[config.mk]
export PLATFORM = sky130hd
export DESIGN_NAME = imm_pack
export DESIGN_NICKNAME = d
export VERILOG_FILES = /design/src/rtl/asip_imm_pkg.sv /design/src/rtl/imm_pack_fifo2.sv /design/src/rtl/imm_pack.sv
export SDC_FILE = /design/constraint.sdc
export NUM_CORES = 1
export LEC_CHECK = 0
export BUFFER_PORTS_ARGS = -buffer_cell sky130_fd_sc_hd__buf_2
export CORE_ASPECT_RATIO = 0.5
export CORE_MARGIN = 2
export CORE_UTILIZATION = 28
export CTS_BUF_LIST = sky130_fd_sc_hd__clkbuf_16
export DETAILED_ROUTE_END_ITERATION = 16
export GPL_ROUTABILITY_DRIVEN = 0
export GPL_TIMING_DRIVEN = 0
export SLEW_MARGIN = 20
export SYNTH_ARGS = -nofsm -noshare
export SYNTH_HDL_FRONTEND = slang
export SYNTH_SLANG_ARGS = --single-unit
export TNS_END_PERCENT = 100
[constraint.sdc]
create_clock -name clk -period 2.45 [get_ports clk]
set_clock_uncertainty 0.2 [all_clocks]
set_input_delay 0 -clock clk [delete_from_list [all_inputs] [get_ports clk]]
set_output_delay 0 -clock clk [all_outputs]
set_load 0.1 [all_outputs]
[src/rtl/asip_imm_pkg.sv]
// Shared types and pure encode/re-extend helpers for the ASIP immediate packer.
package asip_imm_pkg;

   localparam int EXTIMM_W = 18;
   localparam int FIELD_W  = 11;
   localparam int BR_SHIFT = 2;

   typedef enum logic [1:0] {
      IMM_DP  = 2'b00,
      IMM_MEM = 2'b01,
      IMM_BR  = 2'b10,
      IMM_RSV = 2'b11
   } imm_src_t;

   typedef enum logic [1:0] {
      ERR_OK     = 2'b00,
      ERR_RANGE  = 2'b01,
      ERR_ALIGN  = 2'b10,
      ERR_BADSRC = 2'b11
   } imm_err_t;

   typedef struct packed {
      logic [FIELD_W-1:0] field;
      imm_err_t           err;
   } pack_res_t;

   // Branch check order gives ALIGN priority over RANGE; the field stays zero on any error.
   function automatic pack_res_t pack_imm(input logic [EXTIMM_W-1:0] imm, input imm_src_t src);
      pack_res_t r;
      r.field = {FIELD_W{1'b0}};
      r.err   = ERR_OK;
      case (src)
         IMM_DP, IMM_MEM: begin
            if (imm[EXTIMM_W-1:4] == 14'd0) r.field = {7'd0, imm[3:0]};
            else                             r.err   = ERR_RANGE;
         end
         IMM_BR: begin
            if (imm[BR_SHIFT-1:0] != {BR_SHIFT{1'b0}})
               r.err = ERR_ALIGN;
            else if (!imm[17] && (imm[16:13] == {4{imm[12]}}))
               r.field = imm[BR_SHIFT+FIELD_W-1:BR_SHIFT];
            else
               r.err = ERR_RANGE;
         end
         default: r.err = ERR_BADSRC;
      endcase
      return r;
   endfunction

   function automatic logic [EXTIMM_W-1:0] extend_imm(input logic [FIELD_W-1:0] f, input imm_src_t src);
      if (src == IMM_BR) return {1'b0, {4{f[10]}}, f, {BR_SHIFT{1'b0}}};
      else               return {14'd0, f[3:0]};
   endfunction

endpackage

[src/rtl/imm_pack_fifo2.sv]
// Two-entry registered FIFO (head/tail shift form); full/empty are registered flags.
module imm_pack_fifo2 #(
   parameter int W = 8
) (
   input  logic         clk,
   input  logic         reset,
   input  logic         i_push,
   input  logic [W-1:0] i_data,
   input  logic         i_pop,
   output logic [W-1:0] o_head,
   output logic         o_full,
   output logic         o_empty
);

   logic [W-1:0] r_head;
   logic [W-1:0] r_tail;
   logic [1:0]   r_cnt;
   logic         r_full;
   logic         r_empty;
   logic         w_push;
   logic         w_pop;
   logic [1:0]   w_cnt_nxt;

   assign w_pop     = i_pop && !r_empty;
   assign w_push    = i_push && !r_full;
   assign w_cnt_nxt = r_cnt + {1'b0, w_push} - {1'b0, w_pop};

   // Storage: a pop with a second entry waiting shifts the tail into the head.
   always_ff @(posedge clk or posedge reset) begin
      if (reset) begin
         r_head <= {W{1'b0}};
         r_tail <= {W{1'b0}};
      end else begin
         case (r_cnt)
            2'd0: if (w_push) r_head <= i_data;
            2'd1: begin
               if (w_push && w_pop) r_head <= i_data;
               else if (w_push)     r_tail <= i_data;
            end
            2'd2: if (w_pop) r_head <= r_tail;
            default: r_head <= r_head;
         endcase
      end
   end

   // Occupancy and flags are registered so in_ready never depends on out_ready.
   always_ff @(posedge clk or posedge reset) begin
      if (reset) begin
         r_cnt   <= 2'd0;
         r_full  <= 1'b0;
         r_empty <= 1'b1;
      end else begin
         r_cnt   <= w_cnt_nxt;
         r_full  <= (w_cnt_nxt == 2'd2);
         r_empty <= (w_cnt_nxt == 2'd0);
      end
   end

   assign o_head  = r_head;
   assign o_full  = r_full;
   assign o_empty = r_empty;

endmodule

[src/rtl/imm_pack.sv]
// Streaming inverse of the immediate extender with error statistics.
// Optional IMM_PACK_ROUNDTRIP_CHECK_EN adds a registered rt_mismatch flag.
module imm_pack
   import asip_imm_pkg::*;
#(
   parameter int TAG_W = 4,
   parameter int CNT_W = 8
) (
   input  logic                clk,
   input  logic                reset,
   input  logic                in_valid,
   output logic                in_ready,
   input  logic [17:0]         in_imm,
   input  logic [1:0]          in_src,
   input  logic [TAG_W-1:0]    in_tag,
   output logic                out_valid,
   input  logic                out_ready,
   output logic [10:0]         out_field,
   output logic [1:0]          out_err,
   output logic [TAG_W-1:0]    out_tag,
   output logic                err_sticky,
   output logic [CNT_W-1:0]    err_cnt,
`ifdef IMM_PACK_ROUNDTRIP_CHECK_EN
   output logic                rt_mismatch,
`endif
   input  logic                clr_err
);

   pack_res_t        w_res;
   logic             w_acc;
   logic             w_full;
   logic             w_empty;
   logic             r_sticky;
   logic [CNT_W-1:0] r_err_cnt;

   assign w_res = pack_imm(in_imm, imm_src_t'(in_src));
   assign w_acc = in_valid && !w_full;

`ifdef IMM_PACK_ROUNDTRIP_CHECK_EN
   localparam int PW = FIELD_W + 3 + TAG_W;
   logic          w_rt;
   logic [PW-1:0] w_din;
   logic [PW-1:0] w_head;
   assign w_rt  = (w_res.err == ERR_OK) &&
                  (extend_imm(w_res.field, imm_src_t'(in_src)) != in_imm);
   assign w_din = {w_rt, w_res, in_tag};
   assign {rt_mismatch, out_field, out_err, out_tag} = w_head;
`else
   localparam int PW = FIELD_W + 2 + TAG_W;
   logic [PW-1:0] w_din;
   logic [PW-1:0] w_head;
   assign w_din = {w_res, in_tag};
   assign {out_field, out_err, out_tag} = w_head;
`endif

   imm_pack_fifo2 #(.W(PW)) u_fifo (
      .clk     (clk),
      .reset   (reset),
      .i_push  (w_acc),
      .i_data  (w_din),
      .i_pop   (out_ready),
      .o_head  (w_head),
      .o_full  (w_full),
      .o_empty (w_empty)
   );

   assign in_ready  = !w_full;
   assign out_valid = !w_empty;

   // Statistics count at acceptance; a coincident clear takes priority.
   always_ff @(posedge clk or posedge reset) begin
      if (reset) begin
         r_sticky  <= 1'b0;
         r_err_cnt <= {CNT_W{1'b0}};
      end else if (clr_err) begin
         r_sticky  <= 1'b0;
         r_err_cnt <= {CNT_W{1'b0}};
      end else if (w_acc && (w_res.err != ERR_OK)) begin
         r_sticky <= 1'b1;
         if (r_err_cnt != {CNT_W{1'b1}}) r_err_cnt <= r_err_cnt + CNT_W'(1);
      end
   end

   assign err_sticky = r_sticky;
   assign err_cnt    = r_err_cnt;

endmodule
==> results.cfg <==
[status]
status = completed

[synth]
ys_types = 39
ys_seq_elements = 47
synth_top_family_by_area = simple AND/OR/NAND/NOR gates
synth_fa_ha_area_share_pct = 2.120
yosys.area_share.simple_pct = 18.34
postSynthAreaPerCell_um2 = 10.00
synth_area_um2 = 2361
synth_top_area_cell = dfrtp_1
ys_warn_count = 0
synth_seq_area_share_pct = 49.87
synth-compound-area-share_pct = 15.74
synth_edf_count = 0
synth_xor_area_share_pct = 0.7419
synthMuxAreaShare_pct = 8.691
synthTopCellsByArea = dfrtp_1, nand2_1, o21ai_0
async_reset_ff_share_pct = 100.0
mappedNetlistNets = 269
netlist_instances = 236
yosysTopAreaCellShare_pct = 48.75
synth_ff_type = dfrtp_1

[layout]
layout_commonest_cell = buf_2
antenna-diode-count = 0
layout.nets = 357
postLayoutCoreUtil_pct = 39.42
fin_area_um2 = 3188
syn2layout_area_growth_pct = 35.03
mostFrequentLayoutCells = buf_2, dfrtp_1, nand2_1
drive_gt1_share_pct = 28.31

[hold_path]
hold-path-endpoint = u_fifo.r_tail[16]
hp-class = in -> reg
hold_start = in_imm[14]
holdPathStages = 5

[drt]
dr.pass1.iters = 4
dr.first_iter.drc_count = 133
drc = 0
wl_per_cell_um = 13.66
ant_nets = 0
vias = 2094
via_per_inst = 4.792
drt-total-wl_mm = 5.969

[pwr]
power_density_nw_per_um2 = 1042
vdd_drop_max_v = 0.0003919
leakagePower_nw = 1.443

[floorplan]
die_area_um2 = 9227
die_x_um = 133.9
core_um2 = 8087
ios = 57
start_util_pct = 29.20
row_count = 23
die-height_um = 68.93

[critical_path]
arrival_ns = 2.34
r2r_cells = 5
rrSetupSlack_ns = 0.19
max_stage_delay_ns = 0.58
reg2reg_from = u_fifo.o_empty
path_buf_inv = 3
end_kind = register
reg2reg_to = u_fifo.o_head[4]
worst_setup_path_start_kind = primary input
crit_chain = dlygate4sd3_1, buf_2, or4_4, a2111oi_4, o21a_2, buf_6, nor3_2, mux2_4
path_max_fanout = 10
critPathRequiredTime_ns = 2.42
cp_top_family = buffers and inverters
worstSetupPathType = in -> reg
crit_slowest_cell = or4_4

[clock_network]
clock_latency_ns = 0.28
cts_root_buf = clkbuf_16
cts_tree = built
cts.sinks = 47
clock_path_buffers = 2
cts_buffers = 5
clk_pin_slew_worst_paths_ns = 0.06
htreeDepth = 2

[global_route]
gr-total-overflow = 0
grt_pass1_vias = 2018
grt_pass1_wl_mm = 9.528
grt_usage_pct = 13.09
antenna_found_initial = 0
grt_max_degree = 31

[placed_design]
port_buffers = 56
dpl_cell_area_um2 = 2804
dp_slack_ns = -0.1936
hpwl_mm = 4.227

[sta]
min_period_ns = 2.375
slew_headroom_pct = 58.87
finalMaxSlewViolations = 0
worstMarginPinSlew_ns = 0.6169
fin_crit_sh_pct = 96.95
fmax_mhz = 421.0
setup_ws_ns = 0.07481
setup_viol = 0
hold_violations = 0

[job]
cap_viol_max_count = 0
-- cell families (layout without fill, tap and decap cells) --
family,Yosys count,in the layout
xor gates and xnor gates,2,2
and+or+nand+nor,85,85
muxes,18,18
adders and majority gates,4,4
buffers and inverters,25,114
DFF,47,47
AOI/OAI and AO/OA,55,55
-- how the worst max path moves through the flow --
stage	depth (start not counted)	slack [ns]	end	startpoint
final	8	0.07	err_cnt[5]	in_imm[12]
after global routing	8	-0.002	err_cnt[5]	in_imm[12]
after CTS	8	0.02	err_cnt[5]	in_imm[12]
after detailed placement	5	-0.19	u_fifo.o_head[4]	u_fifo.o_empty
after global placement	5	-0.21	u_fifo.o_head[4]	u_fifo.o_empty
after floorplan	5	0.08	err_cnt[4]	err_cnt[2]
-- worst register-to-register path: stages (launching register included) --
cell	delay, ns
dfstp_2	0.53
nor2b_1	0.08
a21oi_1	0.20
a2bb2oi_2	0.46
buf_2	0.32
mux2_2	0.36
-- stage by stage --
step	hold WS [ns]	power [mW]	setup TNS, ns	instances
3_3_place_gp	0.04945	2.622	-0.8597	404
3_5_place_dp	-0.1701	2.661	-0.8988	405
4_1_cts	0.05055	3.351	0	436
5_1_grt	0.1048	3.505	-0.001685	437
2_1_floorplan	-0.04942	2.342	0	236
6_report	0.05941	3.323	0	437
-- area by class of cell --
class	count	area, um2
clock buffer	5	125.1
fill	794	4898
clock inverter	3	11.26
timing repair buffer	82	545.5
buffer	11	53.80
inverter	13	48.80
multi-input combinational	164	1084
sequential	47	1180
tap	112	140.1
-- where the power goes --
group / internal (mW) / switching [mW]
clock: 0.367 / 0.273
sequential: 0.960 / 0.0983
combinational: 0.394 / 1.23
-- flip-flops by register name, summed over array words and instances, names as in the netlist --
name and count:
u_fifo.r_cnt 2, u_fifo.o_full 1, u_fifo.o_empty 1, err_cnt 8, err_sticky 1, u_fifo.o_head 17
u_fifo.r_tail 17
-- cells in the mapped netlist (2+ instances only) --
| cell | instances |
|---|---|
| mux2_2 | 12 |
| a22oi_1 | 4 |
| dfrtp_1 | 46 |
| clkbuf_1 | 9 |
| nor3_2 | 2 |
| nand3_1 | 2 |
| nor2b_1 | 7 |
| xnor2_1 | 2 |
| or3_1 | 2 |
| a2111oi_4 | 2 |
| nor3_1 | 6 |
| a21oi_1 | 8 |
| mux2_4 | 2 |
| mux2i_1 | 4 |
| o31ai_1 | 5 |
| nor4_1 | 2 |
| and4_1 | 2 |
| or4_1 | 3 |
| a221oi_1 | 4 |
| nand2_1 | 39 |
| nor2_1 | 8 |
| o21ai_0 | 28 |
| nand4_1 | 6 |
| ha_1 | 4 |
| inv_1 | 13 |
-- layer usage --
metal,GRT usage (%),share of wire (%),up-vias
li1,-,-,1014
met1,15.15,43,1028
met2,24.29,51,42
met3,2.997,3.9,10
met4,5.186,1.5,0
met5,0,0,-
-- timing repair --
action / CTS / global route
pin swaps: 0 / 2
hold endpoints to repair: 79 / 0
setup endpoints to repair: 11 / 7
buffers inserted: 0 / 2
resized for setup: 1 / 0
hold buffers: 23 / 0
(Power assumes the default switching activity.)
